## config.mk

```make
export PLATFORM = sky130hd
export DESIGN_NAME = prog_loader_flat
export DESIGN_NICKNAME = d
export VERILOG_FILES = /design/src/rtl/prog_loader_if.sv /design/src/rtl/prog_loader.sv /design/src/flat_wrapper.sv
export SDC_FILE = /design/constraint.sdc
export NUM_CORES = 1
export LEC_CHECK = 0
export BUFFER_PORTS_ARGS = -buffer_cell sky130_fd_sc_hd__buf_4
export CAP_MARGIN = 20
export CORE_MARGIN = 2
export CORE_UTILIZATION = 51
export DETAILED_ROUTE_END_ITERATION = 8
export PLACE_DENSITY_LB_ADDON = 0.3
export SETUP_SLACK_MARGIN = 0.05
export SYNTH_ARGS = -nofsm -noshare
export SYNTH_HDL_FRONTEND = slang
export SYNTH_SLANG_ARGS = --single-unit
```

## constraint.sdc

```tcl
create_clock -name clk -period 1.85 [get_ports clk]
set_clock_uncertainty 0.05 [all_clocks]
set_input_delay 0.0925 -clock clk [delete_from_list [all_inputs] [get_ports clk]]
set_output_delay 0.0925 -clock clk [all_outputs]
set_load 0.01 [all_outputs]
```

## src/rtl/prog_loader_if.sv

```systemverilog
// Byte stream in, instruction-memory write bus out, bundled for the program loader.
// The slave modport is the loader's view; master is the surrounding system's view.
interface prog_loader_if;
    logic        in_valid;
    logic [7:0]  in_data;
    logic        in_ready;
    logic        imem_we;
    logic [31:0] imem_addr;
    logic [31:0] imem_wdata;

    modport master (
        output in_valid,
        output in_data,
        input  in_ready,
        input  imem_we,
        input  imem_addr,
        input  imem_wdata
    );

    modport slave (
        input  in_valid,
        input  in_data,
        output in_ready,
        output imem_we,
        output imem_addr,
        output imem_wdata
    );
endinterface

```

## src/rtl/prog_loader.sv

```systemverilog
// Loads a length-prefixed, checksummed byte stream into instruction memory as big-endian words,
// holding the CPU in reset until a complete, verified program has been written.
module prog_loader #(
    parameter int DEPTH_LOG2 = 8
) (
    input  logic          clk,
    input  logic          reset,
    input  logic          restart,
    prog_loader_if.slave  bus,
    output logic          cpu_reset,
    output logic          done,
    output logic          error
);

    localparam int          IDX_W     = DEPTH_LOG2 + 1;
    localparam logic [16:0] MAX_WORDS = 17'(1) << DEPTH_LOG2;

    typedef enum logic [2:0] {
        HDR_HI,
        HDR_LO,
        DATA,
        CSUM,
        DONE,
        ERROR
    } state_t;

    state_t           state;
    logic [7:0]       count_hi;
    logic [IDX_W-1:0] word_idx;
    logic [IDX_W-1:0] last_idx;
    logic [1:0]       byte_cnt;
    logic [7:0]       sum;
    logic [23:0]      partial;
    logic             ready_q;
    logic             we_q;
    logic [31:0]      addr_q;
    logic [31:0]      wdata_q;

    logic             accept;
    logic [16:0]      count_n;

    assign accept  = bus.in_valid && ready_q;
    assign count_n = {1'b0, count_hi, bus.in_data};

    assign bus.in_ready   = ready_q;
    assign bus.imem_we    = we_q;
    assign bus.imem_addr  = addr_q;
    assign bus.imem_wdata = wdata_q;

    always_ff @(posedge clk) begin
        if (reset) begin
            state     <= HDR_HI;
            count_hi  <= 8'd0;
            word_idx  <= '0;
            last_idx  <= '0;
            byte_cnt  <= 2'd0;
            sum       <= 8'd0;
            partial   <= 24'd0;
            ready_q   <= 1'b1;
            we_q      <= 1'b0;
            addr_q    <= 32'd0;
            wdata_q   <= 32'd0;
            cpu_reset <= 1'b1;
            done      <= 1'b0;
            error     <= 1'b0;
        end else begin
            we_q <= 1'b0;
            unique case (state)
                HDR_HI: begin
                    if (accept) begin
                        count_hi <= bus.in_data;
                        state    <= HDR_LO;
                    end
                end
                HDR_LO: begin
                    if (accept) begin
                        // Storing N-1 lets the last-word test compare against the current index.
                        last_idx <= IDX_W'(count_n - 17'd1);
                        if (count_n == 17'd0) begin
                            state <= CSUM;
                        end else if (count_n > MAX_WORDS) begin
                            state   <= ERROR;
                            ready_q <= 1'b0;
                            error   <= 1'b1;
                        end else begin
                            state <= DATA;
                        end
                    end
                end
                DATA: begin
                    if (accept) begin
                        sum      <= sum + bus.in_data;
                        byte_cnt <= byte_cnt + 2'd1;
                        if (byte_cnt == 2'd3) begin
                            we_q     <= 1'b1;
                            addr_q   <= 32'({word_idx, 2'b00});
                            wdata_q  <= {partial, bus.in_data};
                            word_idx <= word_idx + IDX_W'(1);
                            if (word_idx == last_idx) begin
                                state <= CSUM;
                            end
                        end else begin
                            partial <= {partial[15:0], bus.in_data};
                        end
                    end
                end
                CSUM: begin
                    if (accept) begin
                        ready_q <= 1'b0;
                        if (bus.in_data == sum) begin
                            state     <= DONE;
                            done      <= 1'b1;
                            cpu_reset <= 1'b0;
                        end else begin
                            state <= ERROR;
                            error <= 1'b1;
                        end
                    end
                end
                DONE, ERROR: begin
                    if (restart) begin
                        state     <= HDR_HI;
                        word_idx  <= '0;
                        byte_cnt  <= 2'd0;
                        sum       <= 8'd0;
                        partial   <= 24'd0;
                        ready_q   <= 1'b1;
                        cpu_reset <= 1'b1;
                        done      <= 1'b0;
                        error     <= 1'b0;
                    end
                end
                default: begin
                    state <= HDR_HI;
                end
            endcase
        end
    end

endmodule

```

## src/flat_wrapper.sv

```systemverilog
// flat-port wrapper written by rule: the top's interface ports become plain ports
module prog_loader_flat 
#(
    parameter int DEPTH_LOG2 = 8
)
  (clk, reset, restart, cpu_reset, done, error, bus_in_valid, bus_in_data, bus_in_ready, bus_imem_we, bus_imem_addr, bus_imem_wdata);
  prog_loader_if bus_i ();
  input  logic clk;
  input  logic reset;
  input  logic restart;
  output logic cpu_reset;
  output logic done;
  output logic error;
  input wire logic [$bits(bus_i.in_valid)-1:0] bus_in_valid;
  input wire logic [$bits(bus_i.in_data)-1:0] bus_in_data;
  output wire logic [$bits(bus_i.in_ready)-1:0] bus_in_ready;
  output wire logic [$bits(bus_i.imem_we)-1:0] bus_imem_we;
  output wire logic [$bits(bus_i.imem_addr)-1:0] bus_imem_addr;
  output wire logic [$bits(bus_i.imem_wdata)-1:0] bus_imem_wdata;
  assign bus_i.in_valid = bus_in_valid;
  assign bus_i.in_data = bus_in_data;
  assign bus_in_ready = bus_i.in_ready;
  assign bus_imem_we = bus_i.imem_we;
  assign bus_imem_addr = bus_i.imem_addr;
  assign bus_imem_wdata = bus_i.imem_wdata;
  prog_loader #(.DEPTH_LOG2(DEPTH_LOG2)) u_core (.clk(clk), .reset(reset), .restart(restart), .bus(bus_i), .cpu_reset(cpu_reset), .done(done), .error(error));
endmodule
```

==> flow_summary.json, run 1 <==
{
  "grt_pass1_vias": 3719,
  "core_area_um2": 9240,
  "numCtsBuffers": 9,
  "num_rows": 35,
  "drv_slew": 0,
  "syn_inst": 584,
  "floorplan.initialDensity": 0.523,
  "routedWlPerCell_um": 14.5,
  "die-height_um": 101,
  "drc_errors": 0,
  "routed_via_density": 5.31,
  "h-tree-depth": 3,
  "finish.instance_area_um2": 5860,
  "area.growth.synth_to_final_pct": 21.2,
  "rsz0062_at_grt": "yes",
  "antenna_found_initial": 0,
  "async_flop_share": 0,
  "powerDensity_nw_per_um2": 864,
  "clk_latency_ps": 380,
  "grt_first_pass_wirelength_mm": 18.1,
  "clock_tree.root_cell": "clkbuf_8",
  "die-area_um2": 10300,
  "synth_edf_count": 0,
  "syn-mean-instance-area_um2": 8.28,
  "finalHoldViolations": 0,
  "postPlaceCellArea_um2": 5370,
  "netlist-cell-type-count": 53,
  "hp-class": "primary input to flip-flop",
  "crit_arrival_ps": 2040,
  "clk_pin_slew_ps": 110,
  "fillCellCount": 774,
  "worstPathMaxFanout": 2,
  "die_x_um": 101,
  "grt_overflow": 0,
  "portBuffers": 57,
  "vias": 4181,
  "criticalPathCategory": "flip-flop to flip-flop",
  "drt-initial-drc-count": 178,
  "crit_path_end_kind": "flip-flop",
  "ant_nets": 0,
  "ios": 81,
  "ys.flop_type": "dfxtp_1",
  "synth.most_common_cell": "nand2_1",
  "cts_tree": "built",
  "synth_seq_cells": 109,
  "ys_seq_area_frac": 0.451,
  "required_ps": 2060,
  "timing.fmax_ghz": 0.546,
  "irDropWorstVdd_uv": 490,
  "gp_congestion": 0.923,
  "period_needed_ps": 1830,
  "status": "complete, no violations",
  "cap_violations": 0,
  "track_usage": 0.222,
  "nets": 677,
  "clk_path_buf_depth": 2,
  "dr.pass1.iters": 5,
  "fin_setup_tns_ps": 0,
  "num_antenna_cells": 0,
  "syn_area_um2": 4840,
  "ys_top_cells_by_count": "123 x nand2_1, 109 x dfxtp_1, 80 x a21oi_1, 42 x nand3_1, 40 x nor2_1",
  "synth_area_leaders": "dfxtp_1 45%, nand2_1 9.5%, a21oi_1 8.3%",
  "grt_start_max_net_pins": 77,
  "layout-drive-gt1-share": 0.201,
  "leakagePower_uw": 0.00233,
  "place_hpwl_mm": 7.45,
  "yosysTopAreaCellShare": 0.451,
  "setup_viol": 0,
  "yosysTopAreaCell": "dfxtp_1",
  "finalCritPeriodShare": 0.990,
  "startpoint_type": "flip-flop",
  "finalWirelength_mm": 11.4,
  "ys_warn_count": 0,
  "cts.sinks": 109
}
## sequential cells by signal, indices dropped and copies added (netlist names), 2 cells and up
register	flops
u_core.word_idx	9
u_core.count_hi	8
u_core.last_idx	9
u_core.bus.imem_addr	9
u_core.sum	8
u_core.partial	24
u_core.byte_cnt	2
u_core.state	3
u_core.bus.imem_wdata	32
## placed cells by master, fill, tap and decap left out, drive strengths merged, types with 2 or more instances in the layout
cell         count
buf             87
o21a             2
o31ai            2
dlygate4sd3     11
nand4            2
nor3b            2
dfxtp          109
clkinv           2
nand2b           4
ha              11
conb            23
nand3           42
nor3             5
clkbuf          10
nand2          124
nor4             8
mux2i            8
a21oi           80
nor2            44
bufinv           2
o21ai            4
inv              8
and2             2
and3             3
a211oi          12
xnor2           11
a21o             5
or2              3
xor2            18
## path summary, 6_finish.rpt
kind | from | endpoint | slack [ps] | cells after the start
worst max-delay path | u_core.sum[0] | u_core.sum[6] | 20 | 8
worst min-delay path | reset | u_core.state[2] | 20 | 2
worst max register to register | u_core.sum[0] | u_core.sum[6] | 20 | 8
worst min register to register | u_core.bus.imem_wdata[26] | u_core.bus.imem_wdata[26] | 410 | 2
## stage by stage
step           std cells  hold WS, ps  setup WS, ps  total power, uW   util
6_report             787         18.2          18.5             5070  0.634
5_1_grt              787         27.3         -76.9             5270  0.634
4_1_cts              780         11.9          10.3             5000  0.621
3_5_place_dp         752          367          10.2             3310  0.581
3_3_place_gp         752          358          25.5             3290  0.581
2_1_floorplan        606          138          72.0             3160      -
## metal layers
layer	vias up	global-route usage	routed length, um
li1	2062	-	-
met3	18	0.0380	593
met2	132	0.353	5410
met4	0	0.0748	210
met1	1969	0.308	5210
met5	-	0	0
## kinds of logic (layout without fill, tap and decap cells)
kind of cell / Yosys count / in the layout / share of synthesized area
xor gates and xnor gates: 29 / 29 / 0.0525
buffers and inverters: 69 / 120 / 0.0812
adders and majority gates: 12 / 12 / 0.0326
other: 1 / 23 / 0.000775
muxes: 8 / 8 / 0.0166
and+or+nand+nor: 243 / 244 / 0.228
DFF: 109 / 109 / 0.451
AOI/OAI and AO/OA: 113 / 113 / 0.137
## worst max-delay path: stages, from the launching register on
cell      delay, ps
dfxtp_2         350
ha_4            160
fa_2            390
a21o_1          170
a21oi_2         130
o21bai_1         80
a21oi_1         150
xor2_1          150
o31ai_1          70
## repair_timing
action	4_1_cts	5_1_grt
cloned	0	1
setup endpoints to repair	3	33
hold buffers	11	0
endpoints found under the hold margin	15	0
gates resized for setup	5	15
buffers inserted	1	6
pin swaps	4	4
## power by group
group	internal, uW	total [uW]	switching (uW)	leakage, uW
registers	2450	2540	92.4	0.000883
clock network	828	1700	869	0.000122
logic	364	828	464	0.00133
## area by class of cell
type | count | area [um2] | share of cell area
clock buffer | 10 | 138 | 0.0235
sequential | 109 | 2190 | 0.374
multi-input combinational | 429 | 2430 | 0.414
inverter | 6 | 22.5 | 0.00384
clock inverter | 6 | 105 | 0.0179
tap | 129 | 161 | 0.0275
timing repair buffer | 98 | 817 | 0.139
Power figures use the tool's default switching activity.
==> run 2, diff against run 1 <==
Clock period 1.85 ns to 1.6 ns, I/O delays scaled along.
==> run 2 against run 1 <==
  * The flow now finishes with violations (negative setup slack)
  * Largest power group unchanged
  * Clock-buffer cell count did not move
  * Utilization rose by 4.9 points
  * Critical path depth did not move
  * Via count rose by 4.8%
  * Worst setup slack got worse by 230 ps
  * Critical endpoint unchanged
  * Routed wire length rose by 12%
  * Highest routed layer unchanged
  * Power rose by 16%
  * Die area did not move
==> flow_summary.json, run 2 (synthesis gave the netlist of run 1 again) <==
{
  "status": "finished, violations left",
  "violations": "negative setup slack",
  "hp-class": "primary input to flip-flop",
  "gp_congestion": 0.900,
  "nets": 700,
  "die_x_um": 101,
  "postPlaceCellArea_um2": 5670,
  "cts.sinks": 109,
  "place_hpwl_mm": 7.97,
  "drc_errors": 0,
  "clock_tree.root_cell": "clkbuf_8",
  "layout-drive-gt1-share": 0.280,
  "finish.instance_area_um2": 6320,
  "finalWirelength_mm": 12.8,
  "num_rows": 35,
  "numCtsBuffers": 9,
  "clk_path_buf_depth": 2,
  "drt-initial-drc-count": 251,
  "grt_first_pass_wirelength_mm": 18.7,
  "core_area_um2": 9240,
  "setup_slack_ps": -216,
  "grt_pass1_vias": 3982,
  "dr.pass1.iters": 5,
  "timing.fmax_ghz": 0.551,
  "area.growth.synth_to_final_pct": 30.7,
  "fillCellCount": 711,
  "period_needed_ps": 1820,
  "cap_violations": 0,
  "portBuffers": 57,
  "ios": 81,
  "powerDensity_nw_per_um2": 932,
  "startpoint_type": "flip-flop",
  "rsz0062_at_grt": "yes",
  "routedWlPerCell_um": 15.8,
  "setup_viol": 6,
  "crit_path_end_kind": "flip-flop",
  "required_ps": 1840,
  "leakagePower_uw": 0.00253,
  "irDropWorstVdd_uv": 486,
  "ant_nets": 0,
  "final_cell_mix": "123 x nand2_1, 101 x buf_4, 97 x dfxtp_1",
  "drv_slew": 0,
  "whs_ps": 42.8,
  "num_antenna_cells": 0,
  "crit_arrival_ps": 2060,
  "h-tree-depth": 3,
  "vias": 4380,
  "finalCritPeriodShare": 1.14,
  "die-area_um2": 10300,
  "worstPathMaxFanout": 2,
  "track_usage": 0.229,
  "cts_tree": "built",
  "criticalPathCategory": "flip-flop to flip-flop",
  "worstSetupStartpoint": "u_core.sum[0]",
  "largest_reg_flops": 32,
  "grt_start_max_net_pins": 56,
  "die-height_um": 101,
  "finalHoldViolations": 0,
  "grt_overflow": 0,
  "r2r-start": "u_core.sum[0]",
  "clk_pin_slew_ps": 100,
  "floorplan.initialDensity": 0.523,
  "antenna_found_initial": 0,
  "final_common_cell": "nand2_1",
  "routed_via_density": 5.41,
  "worstHoldStart": "bus_in_data[0]",
  "clk_latency_ps": 380
}
## run 2: cell types whose count changed in the layout (fill, tap and decap cells not counted), sizes merged
| cell | before | now |
|---|---|---|
| clkbuf | 10 | 16 |
| clkinv | 2 | 3 |
| bufinv | 2 | 1 |
| dlygate4sd3 | 11 | 1 |
| buf | 87 | 114 |
## run 2: layer usage
metal | GRT usage | share of wire
met2 | 0.392 | 0.50
met1 | 0.291 | 0.42
met5 | 0 | 0
met4 | 0.0956 | 0.026
met3 | 0.0317 | 0.054
## run 2: where the power goes
group / switching, uW / total [uW] / leakage, uW / internal [uW]
registers: 117 / 2960 / 0.000887 / 2840
logic: 618 / 1190 / 0.00154 / 573
clock network: 984 / 1740 / 0.000104 / 755
total: 1720 / 5890 / 0.00253 / 4170
## run 2: critical path, stage by stage (launching register included)
cell	delay [ps]
dfxtp_2	350
ha_4	160
fa_2	330
a21o_1	180
a21oi_2	160
o21bai_1	90
a21oi_1	160
xor2_1	80
o31ai_1	170
## run 2: through the flow
| stage | util | TNS (ps) | instances | setup slack, ps | total power, uW |
|---|---|---|---|---|---|
| finish | 0.684 | -635 | 810 | -216 | 5890 |
| global route | 0.684 | -1130 | 810 | -318 | 6130 |
| CTS | 0.651 | -420 | 799 | -171 | 5770 |
| detailed placement | 0.614 | -1410 | 779 | -163 | 3980 |
| global placement | 0.614 | -463 | 779 | -162 | 3950 |
| floorplan | - | -178 | 606 | -116 | 3690 |
## run 2: final timing paths
| path | endpoint | slack, ps | cells after the start |
|---|---|---|---|
| max | u_core.sum[6] | -220 | 8 |
| min | u_core.last_idx[0] | 40 | 3 |
| max reg2reg | u_core.sum[6] | -220 | 8 |
| min reg2reg | u_core.bus.imem_addr[4] | 410 | 2 |
## run 2: cell type report
class	count	area [um2]	area share
Clock buffer	10	128	0.0202
Clock inverter	6	81.3	0.0129
Inverter	6	22.5	0.00356
Multi-Input combinational cell	429	2590	0.410
Sequential cell	109	2210	0.349
Tap cell	129	161	0.0255
Timing Repair Buffer	121	1130	0.178
## run 2: timing repair
item | 4_1_cts | 5_1_grt
hold buffers | 1 | 0
pin swaps | 12 | 21
setup endpoints to repair | 80 | 98
cloned | 1 | 6
resized for setup | 23 | 27
setup buffers | 2 | 5
endpoints found under the hold margin | 8 | 0
==> run 3, diff against run 2 <==
Settings changed: BUFFER_PORTS_ARGS -buffer_cell sky130_fd_sc_hd__buf_4 to -buffer_cell sky130_fd_sc_hd__buf_2.
==> run 3 against run 2 <==
  * The run still ends with negative setup slack left
  * Power decreased by 1.3%
  * Die area unchanged
  * Flip-flop and latch count unchanged
  * Worst setup slack better by 1.1 ps
  * Final cell count up 0.49%
  * Largest cell class unchanged
==> flow_summary.json, run 3 (synthesis gave the netlist of run 1 again) <==
{
  "grt_pass1_vias": 3994,
  "core_area_um2": 9240,
  "portBuffers": 57,
  "clock_tree.root_cell": "clkbuf_8",
  "area.growth.synth_to_final_pct": 27.4,
  "finalCritPeriodShare": 1.13,
  "clk_path_buf_depth": 2,
  "status": "finished, violations left",
  "die-height_um": 101,
  "routedWlPerCell_um": 14.9,
  "required_ps": 1850,
  "largest_reg_flops": 32,
  "antenna_found_initial": 0,
  "p_total_uw": 5810,
  "path_buf_inv": 0,
  "final_cell_mix": "123 x nand2_1, 98 x dfxtp_1, 77 x a21oi_1",
  "die-area_um2": 10300,
  "num_rows": 35,
  "cts.sinks": 109,
  "setup_slack_ps": -215,
  "ios": 81,
  "vias": 4339,
  "final_common_cell": "nand2_1",
  "grt_first_pass_wirelength_mm": 18.9,
  "criticalPathCategory": "flip-flop to flip-flop",
  "floorplan.initialDensity": 0.523,
  "grt_overflow": 0,
  "drc_errors": 0,
  "drt-initial-drc-count": 213,
  "numCtsBuffers": 9,
  "timing.fmax_ghz": 0.551,
  "place_hpwl_mm": 8.00,
  "r2r-start": "u_core.sum[0]",
  "crit_family": "compound AO/OA/AOI/OAI gates",
  "worstHoldStart": "bus_in_data[0]",
  "whs_ps": 82.0,
  "placed_cells": 785,
  "period_needed_ps": 1820,
  "routed_via_density": 5.33,
  "ant_nets": 0,
  "irDropWorstVdd_uv": 448,
  "leakagePower_uw": 0.00249,
  "drv_slew": 0,
  "hp-class": "primary input to flip-flop",
  "nets": 705,
  "finalHoldViolations": 0,
  "grt_start_max_net_pins": 83,
  "clk_latency_ps": 380,
  "worstPathMaxFanout": 2,
  "powerDensity_nw_per_um2": 943,
  "finish.utilization": 0.667,
  "slowest_delay_ps": 350,
  "clk_pin_slew_ps": 110,
  "layout-drive-gt1-share": 0.301,
  "cts_tree": "built",
  "setup_viol": 8,
  "h-tree-depth": 3,
  "crit_chain": "ha_4 -> fa_2 -> a21o_1 -> a21oi_2 -> o21bai_1 -> a21oi_1 -> xor2_1 -> o31ai_1",
  "track_usage": 0.233,
  "finalWirelength_mm": 12.1,
  "cap_violations": 0,
  "die_x_um": 101,
  "crit_arrival_ps": 2070,
  "slowest_stage": "dfxtp_2",
  "rsz0062_at_grt": "yes",
  "violations": "negative setup slack",
  "fillCellCount": 757,
  "layout.cells.non_filler": 814,
  "worstSetupStartpoint": "u_core.sum[0]",
  "dr.pass1.iters": 4,
  "gp_congestion": 0.880,
  "num_antenna_cells": 0,
  "crit_path_end_kind": "flip-flop",
  "startpoint_type": "flip-flop"
}
==> run 3: cell types whose count changed in the layout (fill, tap and decap cells not counted), moves of 2 or more <==
| cell | before | now |
|---|---|---|
| buf_2 | 0 | 57 |
| buf_4 | 101 | 50 |
| a211oi_1 | 8 | 2 |
| a211oi_2 | 2 | 8 |
| clkbuf_16 | 6 | 2 |
| buf_6 | 6 | 9 |
| clkinvlp_4 | 0 | 2 |
| nand2b_1 | 2 | 0 |
| nand2b_2 | 0 | 2 |
| nor2_1 | 38 | 36 |
==> run 3: worst register-to-register path: cells and delay by family (launching register included) <==
family,cells,cell delay (ps)
XOR/XNOR,1,90
flip-flops,1,350
AO/OA/AOI/OAI,5,750
adder cells (fa/ha/maj),2,500
==> run 3: final timing paths <==
path                                    end  slack, ps  depth (start not counted)
hold / removal           u_core.last_idx[0]         80                          3
hold reg to reg   u_core.bus.imem_wdata[17]        410                          2
setup / recovery              u_core.sum[6]       -220                          8
setup reg to reg              u_core.sum[6]       -220                          8
==> run 3: final cells by class <==
cell class	instances	area (um2)	area share
clock buffer	9	124	0.0201
clock inverter	6	60.1	0.00975
inverter	6	22.5	0.00366
multi-input combinational	429	2640	0.428
sequential	109	2200	0.358
tap	129	161	0.0262
timing repair buffer	126	952	0.155
==> run 3: report_power, final <==
group / switching (uW) / internal, uW / leakage (uW)
clock network: 995 / 590 / 0.0000866
registers: 106 / 2830 / 0.000887
logic: 671 / 614 / 0.00152
total: 1770 / 4040 / 0.00249
==> run 3: per-stage QoR <==
stage | cell area (um2) | TNS, ps | worst slack (ps)
after global placement | 5560 | -667 | -140
after CTS | 5950 | -450 | -240
after global routing | 6160 | -1540 | -342
after floorplan | 5000 | -178 | -116
final | 6160 | -599 | -215
after detailed placement | 5560 | -1410 | -237
==> run 3: metal layers <==
| metal | vias up | GRT usage | wire length, um |
|---|---|---|---|
| li1 | 2114 | - | - |
| met1 | 2071 | 0.302 | 5200 |
| met2 | 130 | 0.390 | 6130 |
| met3 | 24 | 0.0380 | 569 |
| met4 | 0 | 0.0863 | 234 |
| met5 | - | 0 | 0 |
==> run 3: timing repair <==
item,CTS,global route
endpoints found under the setup margin,100,96
pin swaps,14,24
hold endpoints to repair,3,0
cloned,1,2
hold buffers,2,0
gates resized for setup,33,33
setup buffers,6,4
